--- src/rtl/temporal_encoder.sv ---
// Race-logic encoder: turns per-channel binary operands into one timed spike per gamma
// cycle and sequences the gamma reset / evaluation window for downstream comparators.
module temporal_encoder #(
    parameter int GAMMA_CYCLE_WIDTH = 16,
    parameter int PULSE_WIDTH       = 8,
    parameter int NUM_CH            = 2,
    parameter int VAL_W             = $clog2(GAMMA_CYCLE_WIDTH)
) (
    input  logic                    aclk,
    input  logic                    grst_n,
    input  logic                    in_valid,
    output logic                    in_ready,
    input  logic [NUM_CH*VAL_W-1:0] in_value,
    output logic [NUM_CH-1:0]       spike,
    output logic                    gamma_rst,
    output logic                    gamma_last
);

    localparam int P       = GAMMA_CYCLE_WIDTH;
    localparam int OFF_W   = $clog2(P);
    localparam int NULL_TH = P - 1 - PULSE_WIDTH;
    localparam logic [OFF_W-1:0] OFF_LAST = OFF_W'(P - 1);
    localparam logic [OFF_W-1:0] OFF_ONE  = OFF_W'(1);

    if (PULSE_WIDTH < 1 || PULSE_WIDTH > P - 2) begin : g_bad_pulse_width
        $error("temporal_encoder: PULSE_WIDTH must lie in 1..GAMMA_CYCLE_WIDTH-2");
    end

    typedef enum logic [1:0] {S_IDLE, S_GRST, S_RUN} state_t;

    state_t                    r_state, w_state_nxt;
    logic [OFF_W-1:0]          r_offset, w_offset_nxt;
    logic [NUM_CH*VAL_W-1:0]   r_val, w_val_nxt;
    logic [NUM_CH-1:0]         r_spike, w_spike_nxt;
    logic                      r_in_ready, r_gamma_rst, r_gamma_last;
    logic                      w_accept;

    // Spike window for value v is offsets v+1 .. v+PULSE_WIDTH; values too late to fit are null.
    function automatic logic spike_at(input logic [VAL_W-1:0] v, input logic [OFF_W-1:0] off);
        int vi;
        int oi;
        vi = int'(v);
        oi = int'(off);
        return (vi <= NULL_TH) && (oi >= vi + 1) && (oi <= vi + PULSE_WIDTH);
    endfunction

    assign w_accept = in_valid && r_in_ready;

    always_comb begin
        w_state_nxt  = r_state;
        w_offset_nxt = r_offset;
        w_val_nxt    = r_val;
        case (r_state)
            S_IDLE: begin
                w_offset_nxt = '0;
                if (w_accept) begin
                    w_state_nxt = S_GRST;
                    w_val_nxt   = in_value;
                end
            end
            S_GRST: begin
                w_state_nxt  = S_RUN;
                w_offset_nxt = OFF_ONE;
            end
            S_RUN: begin
                if (r_offset == OFF_LAST) begin
                    w_offset_nxt = '0;
                    if (w_accept) begin
                        w_state_nxt = S_GRST;
                        w_val_nxt   = in_value;
                    end else begin
                        w_state_nxt = S_IDLE;
                    end
                end else begin
                    w_offset_nxt = r_offset + OFF_ONE;
                end
            end
            default: begin
                w_state_nxt  = S_IDLE;
                w_offset_nxt = '0;
            end
        endcase
    end

    // Outputs are precomputed from next-state values so each flop matches its cycle's offset.
    always_comb begin
        w_spike_nxt = '0;
        for (int i = 0; i < NUM_CH; i++) begin
            w_spike_nxt[i] = (w_state_nxt == S_RUN) &&
                             spike_at(w_val_nxt[i*VAL_W +: VAL_W], w_offset_nxt);
        end
    end

    always_ff @(posedge aclk or negedge grst_n) begin
        if (!grst_n) begin
            r_state      <= S_IDLE;
            r_offset     <= '0;
            r_val        <= '0;
            r_spike      <= '0;
            r_gamma_rst  <= 1'b1;
            r_gamma_last <= 1'b0;
            r_in_ready   <= 1'b1;
        end else begin
            r_state      <= w_state_nxt;
            r_offset     <= w_offset_nxt;
            r_val        <= w_val_nxt;
            r_spike      <= w_spike_nxt;
            r_gamma_rst  <= (w_state_nxt != S_RUN);
            r_gamma_last <= (w_state_nxt == S_RUN) && (w_offset_nxt == OFF_LAST);
            r_in_ready   <= (w_state_nxt == S_IDLE) ||
                            ((w_state_nxt == S_RUN) && (w_offset_nxt == OFF_LAST));
        end
    end

    assign spike      = r_spike;
    assign gamma_rst  = r_gamma_rst;
    assign gamma_last = r_gamma_last;
    assign in_ready   = r_in_ready;

endmodule

--- config.mk ---
export PLATFORM = sky130hd
export DESIGN_NAME = temporal_encoder
export DESIGN_NICKNAME = d
export VERILOG_FILES = /design/src/rtl/temporal_encoder.sv
export SDC_FILE = /design/constraint.sdc
export NUM_CORES = 1
export LEC_CHECK = 0
export ABC_CLOCK_PERIOD_IN_PS = 3400
export CORE_AREA = 10 10 61 63
export CTS_CLUSTER_DIAMETER = 120
export DETAILED_ROUTE_END_ITERATION = 16
export DIE_AREA = 0 0 71 73
export DONT_BUFFER_PORTS = 1
export PLACE_DENSITY_LB_ADDON = 0.05
export SYNTH_ARGS = -nofsm -noshare
export SYNTH_HDL_FRONTEND = slang
export SYNTH_SLANG_ARGS = --single-unit
--- constraint.sdc ---
create_clock -name aclk -period 3.4 [get_ports aclk]
set_input_delay 1.02 -clock aclk [delete_from_list [all_inputs] [get_ports aclk]]
set_output_delay 1.02 -clock aclk [all_outputs]
set_load 0.02 [all_outputs]
== Word level (Yosys, flattened, before mapping) ==
Index checks and enable logic that the tools add are counted.

* Output and inout bits: 5
* Memories kept: 0
* Bits in latches: 0
* Bits in registers: 19
* Bits in read-only memories: 0
* Logic and storage cells: 44
* Bits in writable memories: 0

* Multiply operators: 0
* Reductions and logical operators: 11
* Shift-type cells: 0
* Equality and inequality tests: 6
* Bitwise gates (word level): 0
* Add/sub/neg operators: 5
* Mux-type cells: 9
* Divide/modulo/power cells: 0
* $lt $le $gt $ge: 6

{| class="wikitable"
|+ Operators with widths
! operator !! number
|-
| $mux W8 || 2
|-
| $pmux W8 S2 || 1
|-
| $add A4 B1 Y5 const B || 2
|-
| $add A4 B4 Y5 const B || 2
|-
| $ge A4 B5 Y1 || 2
|-
| $le A4 B5 Y1 || 2
|-
| $eq A4 B4 Y1 const B || 2
|-
| $le A4 B3 Y1 const B || 2
|-
| $logic_and A1 B1 Y1 || 8
|-
| $pmux W4 S2 || 1
|-
| $pmux W2 S3 || 1
|-
| $add A4 B1 Y4 const B || 1
|-
| $eq A2 B2 Y1 const B || 2
|-
| $logic_not A2 Y1 || 2
|-
| $mux W2 || 2
|-
| $mux W4 || 1
|-
| $eq A2 B1 Y1 const B || 1
|-
| $ne A2 B2 Y1 const B || 1
|-
| $logic_or A1 B1 Y1 || 1
|-
| $mux W1 || 1
|}

== Depth between registers and ports, before layout ==
* Depth after elaboration: 9
* Depth in mapped cells: 15
* Mapped depth without buffers: 14

== Worst setup path after synthesis ==
OpenSTA, ideal clock, no wires.

* Path type: input -> register
* Start point: in in_valid
* End point: reg r_spike[0] (netlist: spike[0])
* Arrival time: 3,111 ps
* Required time: 3,279 ps
* Setup slack: 168 ps
* Library setup time: 121 ps
* Stages: 13
* Cells stage by stage: and3_1 -> clkbuf_1 -> a22o_1 -> a311oi_1 -> inv_1 -> ha_1 -> inv_1 -> ha_1 -> a21boi_0 -> o21ai_0 -> nand2b_1 -> a21oi_1 -> and4bb_2

* Word-level cells in the longest chain between the ends: 9
* Elaborated cells between the ends (all ways): 17
* Those cells by class: add/sub (2); order compare (3); eq/ne (1); mux (7); reduce/logical (4)

{| class="wikitable"
|+ Ends and longest elaborated chain
! item !! line !! text
|-
| start: declaration || 11 || <nowiki>input logic in_valid,</nowiki>
|-
| $logic_and A1 B1 Y1 (*) || 47 || <nowiki>assign w_accept = in_valid && r_in_ready;</nowiki>
|-
| $mux W8 (*) || 56, 68 ||
|-
| $mux W8 || 66 || <nowiki>if (r_offset == OFF_LAST) begin</nowiki>
|-
| $pmux W8 S2 (*) || 53 || <nowiki>case (r_state)</nowiki>
|-
| via w_val_nxt[1] || 33 || <nowiki>logic [NUM_CH*VAL_W-1:0] r_val, w_val_nxt;</nowiki>
|-
| $add A4 B1 Y5 || 44 || <nowiki>return (vi <= NULL_TH) && (oi >= vi + 1) && (oi <= vi + PULSE_WIDTH);</nowiki>
|-
| $ge A4 B5 Y1 || 44 ||
|-
| $logic_and A1 B1 Y1 || 44 ||
|-
| $logic_and A1 B1 Y1 (*) || 44 ||
|-
| $logic_and A1 B1 Y1 (*) || 89 || <nowiki>w_spike_nxt[i] = (w_state_nxt == S_RUN) &&</nowiki>
|-
| via w_spike_nxt[0] || 34 || <nowiki>logic [NUM_CH-1:0] r_spike, w_spike_nxt;</nowiki>
|-
| end signal: assignment || 107 || <nowiki>r_spike <= w_spike_nxt;</nowiki>
|-
| end: declaration || 34 ||
|}

Mark *: on every way through the listed nets, which the timed path passes. The rest lies on a longest branch.

== Final worst setup path ==
* Start point: reg r_offset[0]
* End point: reg r_spike[0] (netlist: spike[0])

* Word-level cells in the longest chain between the ends: 8
* Elaborated cells between the ends (all ways): 17
* Those cells by class: add/sub (3); order compare (3); eq/ne (2); mux (6); reduce/logical (3)

{| class="wikitable"
|+ Ends and longest elaborated chain
! item !! line !! text
|-
| start: declaration || 32 || <nowiki>logic [OFF_W-1:0] r_offset, w_offset_nxt;</nowiki>
|-
| start signal: assignment || 105 || <nowiki>r_offset <= w_offset_nxt;</nowiki>
|-
| $eq A4 B4 Y1 (*) || 66 ||
|-
| $mux W8 (*) || 66 ||
|-
| $pmux W8 S2 (*) || 53 ||
|-
| via w_val_nxt[0] || 33 ||
|-
| $add A4 B1 Y5 || 44 ||
|-
| $ge A4 B5 Y1 || 44 ||
|-
| $logic_and A1 B1 Y1 || 44 ||
|-
| $logic_and A1 B1 Y1 (*) || 44 ||
|-
| $logic_and A1 B1 Y1 (*) || 89 ||
|-
| via w_spike_nxt[0] || 34 ||
|}

Marks and branches as above.

==> metrics.yaml <==
placement:
  dp.cells: 182
  hpwl_mm: 2.43
  place_congestion: 0.788
  place_ws_ns: 0.133
  io_buffers: 0
  place_area_um2: 1550
global_route:
  met2_usage: 0.195
  met3_usage: 0.0259
  track_usage: 0.122
  top_usage_layer: "met2"
  grt_max_degree: 20
  grt_pass1_wl_mm: 5.18
  grt_pass1_vias: 1083
  gr-usage-met1: 0.156
  grt_overflow: 0
  antenna_found_initial: 0
timing:
  rsz0062_at_grt: "no"
  timing.final.max_slew_violations: 0
  whs_ns: 0.383
  relSlewSlack: 0.571
  worst_pin_slew_ns: 0.643
  setup_ws_ns: 0.309
  final.setup_skew_ns: 0.0106
  fin_crit_ns: 3.09
  fmax_mhz: 324
  period_share: 0.909
  setup_viol: 0
  hold_violations: 0
  tns_ns: 0
synthesis:
  synth_cells: 145
  synth_nets: 181
  yosysUniqueCellTypes: 36
  ys_seq_area_frac: 0.328
  synth_edf_count: 0
  async_reset_ff_frac: 1.00
  yosys_most_used_dff: "dfrtp_1"
  ys_seq_elements: 19
  syn_area_per_cell_um2: 10.0
  yosys_warnings: 0
  netlist_area_um2: 1460
power:
  ir_drop_mv: 0.552
  power_density_nw_per_um2: 919
  p_leak_nw: 0.778
  power_mw: 1.45
clock_tree:
  cts.sinks: 19
  clk_transition_reported_paths_ns: 0.13
  numCtsBuffers: 3
  clk_latency_ns: 0.31
  cts-root-buf: "clkbuf_4"
  clockBufferDepth: 2
  post_cts_buffers: 0
  cts_tree: "built"
  hold_buffers: 0
  cts_resized: 0
  htree_levels: 1
layout:
  fillers: 222
  final_cell_area_um2: 1580
  multi_input_area_um2: 890
  utilization: 0.602
  area_growth_pct: 8.25
  final_nets: 192
  layoutNonFillerInstCount: 186
  drive_above_1_share: 0.161
  seq_area_um2: 478
  insertedDiodeCount: 0
detailed_routing:
  drt_iter0_markers: 80
  vias: 1091
  wl_per_cell_um: 16.7
  drc: 0
  antenna_left: 0
  dr.pass1.iters: 5
  post_drt_via_cell_ratio: 5.87
  wirelength_mm: 3.12
worst_setup_path:
  critPathMaxFanout: 9
  path_class: "reg -> reg"
  startpoint: "r_offset[0]"
  crit-reg2reg-launch: "r_offset[0]"
  worstPathRequired_ns: 3.60
  critPathLaunchType: "flip-flop"
  cp-end-kind: "flip-flop"
  arrival_ns: 3.29
floorplanning:
  core_um2: 2620
  die_h_um: 73
  die-area_um2: 5180
  die_x_um: 71
  pin_count: 16
  fp-row-count: 19
  start_util: 0.556
min_path:
  hp-class: "in -> async"
flow_run:
  cap_violations: 0
outcome:
  status: "finished clean"
registers in the layout, summed over array words and instances (netlist names):
register	flops
r_offset	4
gamma_rst	1
gamma_last	1
r_val	8
spike	2
in_ready	1
r_state	2
Yosys cell counts, types with 2 or more instances:
cell | number | area, µm²
nand2b_1 | 4 | 25.0
dfstp_2 | 2 | 52.6
and3_1 | 6 | 37.5
mux2_2 | 5 | 56.3
ha_1 | 25 | 313
xor2_1 | 4 | 35.0
a21oi_1 | 6 | 30.0
a222oi_1 | 6 | 60.1
nand2_1 | 5 | 18.8
o21a_1 | 3 | 22.5
nor2_1 | 5 | 18.8
nor3_1 | 5 | 25.0
o21ai_0 | 5 | 25.0
clkbuf_1 | 2 | 7.51
inv_1 | 17 | 63.8
dfrtp_1 | 17 | 425
nand3_1 | 2 | 10.0
a311oi_1 | 2 | 17.5
a22o_1 | 4 | 35.0
nor2b_1 | 3 | 18.8
a21o_1 | 2 | 15.0
placed cells by master, fill, tap and decap left out, types with 2 or more instances in the layout:
master    instances
dfstp_2           2
a222oi_1          6
o21a_1            3
a311oi_1          2
nor3_1            5
nand2_1           5
clkbuf_4          3
nor2b_1           3
nand3_1           2
buf_4            10
and3_1            6
mux2_2            5
nand2b_1          4
a21o_1            2
a21oi_1           6
o21ai_0           5
ha_1             25
xor2_1            4
dfrtp_1          17
a22o_1            4
inv_1            17
nor2_1            5
cell type report:
type                       count  share of cell area
clock buffer                   3              0.0143
clock inverter                 1             0.00477
inverter                      17              0.0405
multi-input combinational    105               0.565
sequential                    19               0.303
tap                           31              0.0246
timing repair buffer          10              0.0477
per-layer routing:
metal / part of all wire / wire, µm
met1: 0.48 / 1510
met2: 0.44 / 1360
met3: 0.068 / 213
met4: 0.012 / 36
met5: 0 / 0
path summary, 6_finish.rpt:
kind	cells after the start	endpoint	slack (ns)
setup / recovery	13	spike[0]	0.31
hold / removal	0	r_state[1]	0.38
setup reg to reg	13	spike[0]	0.31
hold reg to reg	2	r_val[1]	0.58
max in group asynchronous	0	in_ready	2.85
min in group aclk	2	r_val[1]	0.58
worst max-delay path: stages (launching register included):
cell	delay [ns]
dfrtp_1	0.44
ha_1	0.30
nand3_4	0.17
mux2_2	0.34
a222oi_1	0.29
inv_1	0.15
ha_1	0.30
inv_1	0.04
ha_1	0.25
a21boi_0	0.12
o21ai_0	0.15
nand2b_1	0.08
a21oi_1	0.13
and4bb_2	0.23
logic make-up after synthesis:
logic type,count (synthesis),synth area share
AOI/OAI and AO/OA,35,0.179
xor gates and xnor gates,5,0.0301
adders and majority gates,25,0.215
buffers and inverters,21,0.0602
DFF,19,0.328
muxes,5,0.0387
and+or+nand+nor,35,0.149
report_power, final:
group / leakage (nW) / internal [mW] / total [mW] / switching, mW
clock: 0.0139 / 0.0448 / 0.124 / 0.0789
combinational: 0.530 / 0.458 / 0.938 / 0.480
sequential: 0.234 / 0.315 / 0.386 / 0.0716
total: 0.778 / 0.817 / 1.45 / 0.631
(Power assumes the default switching activity.)
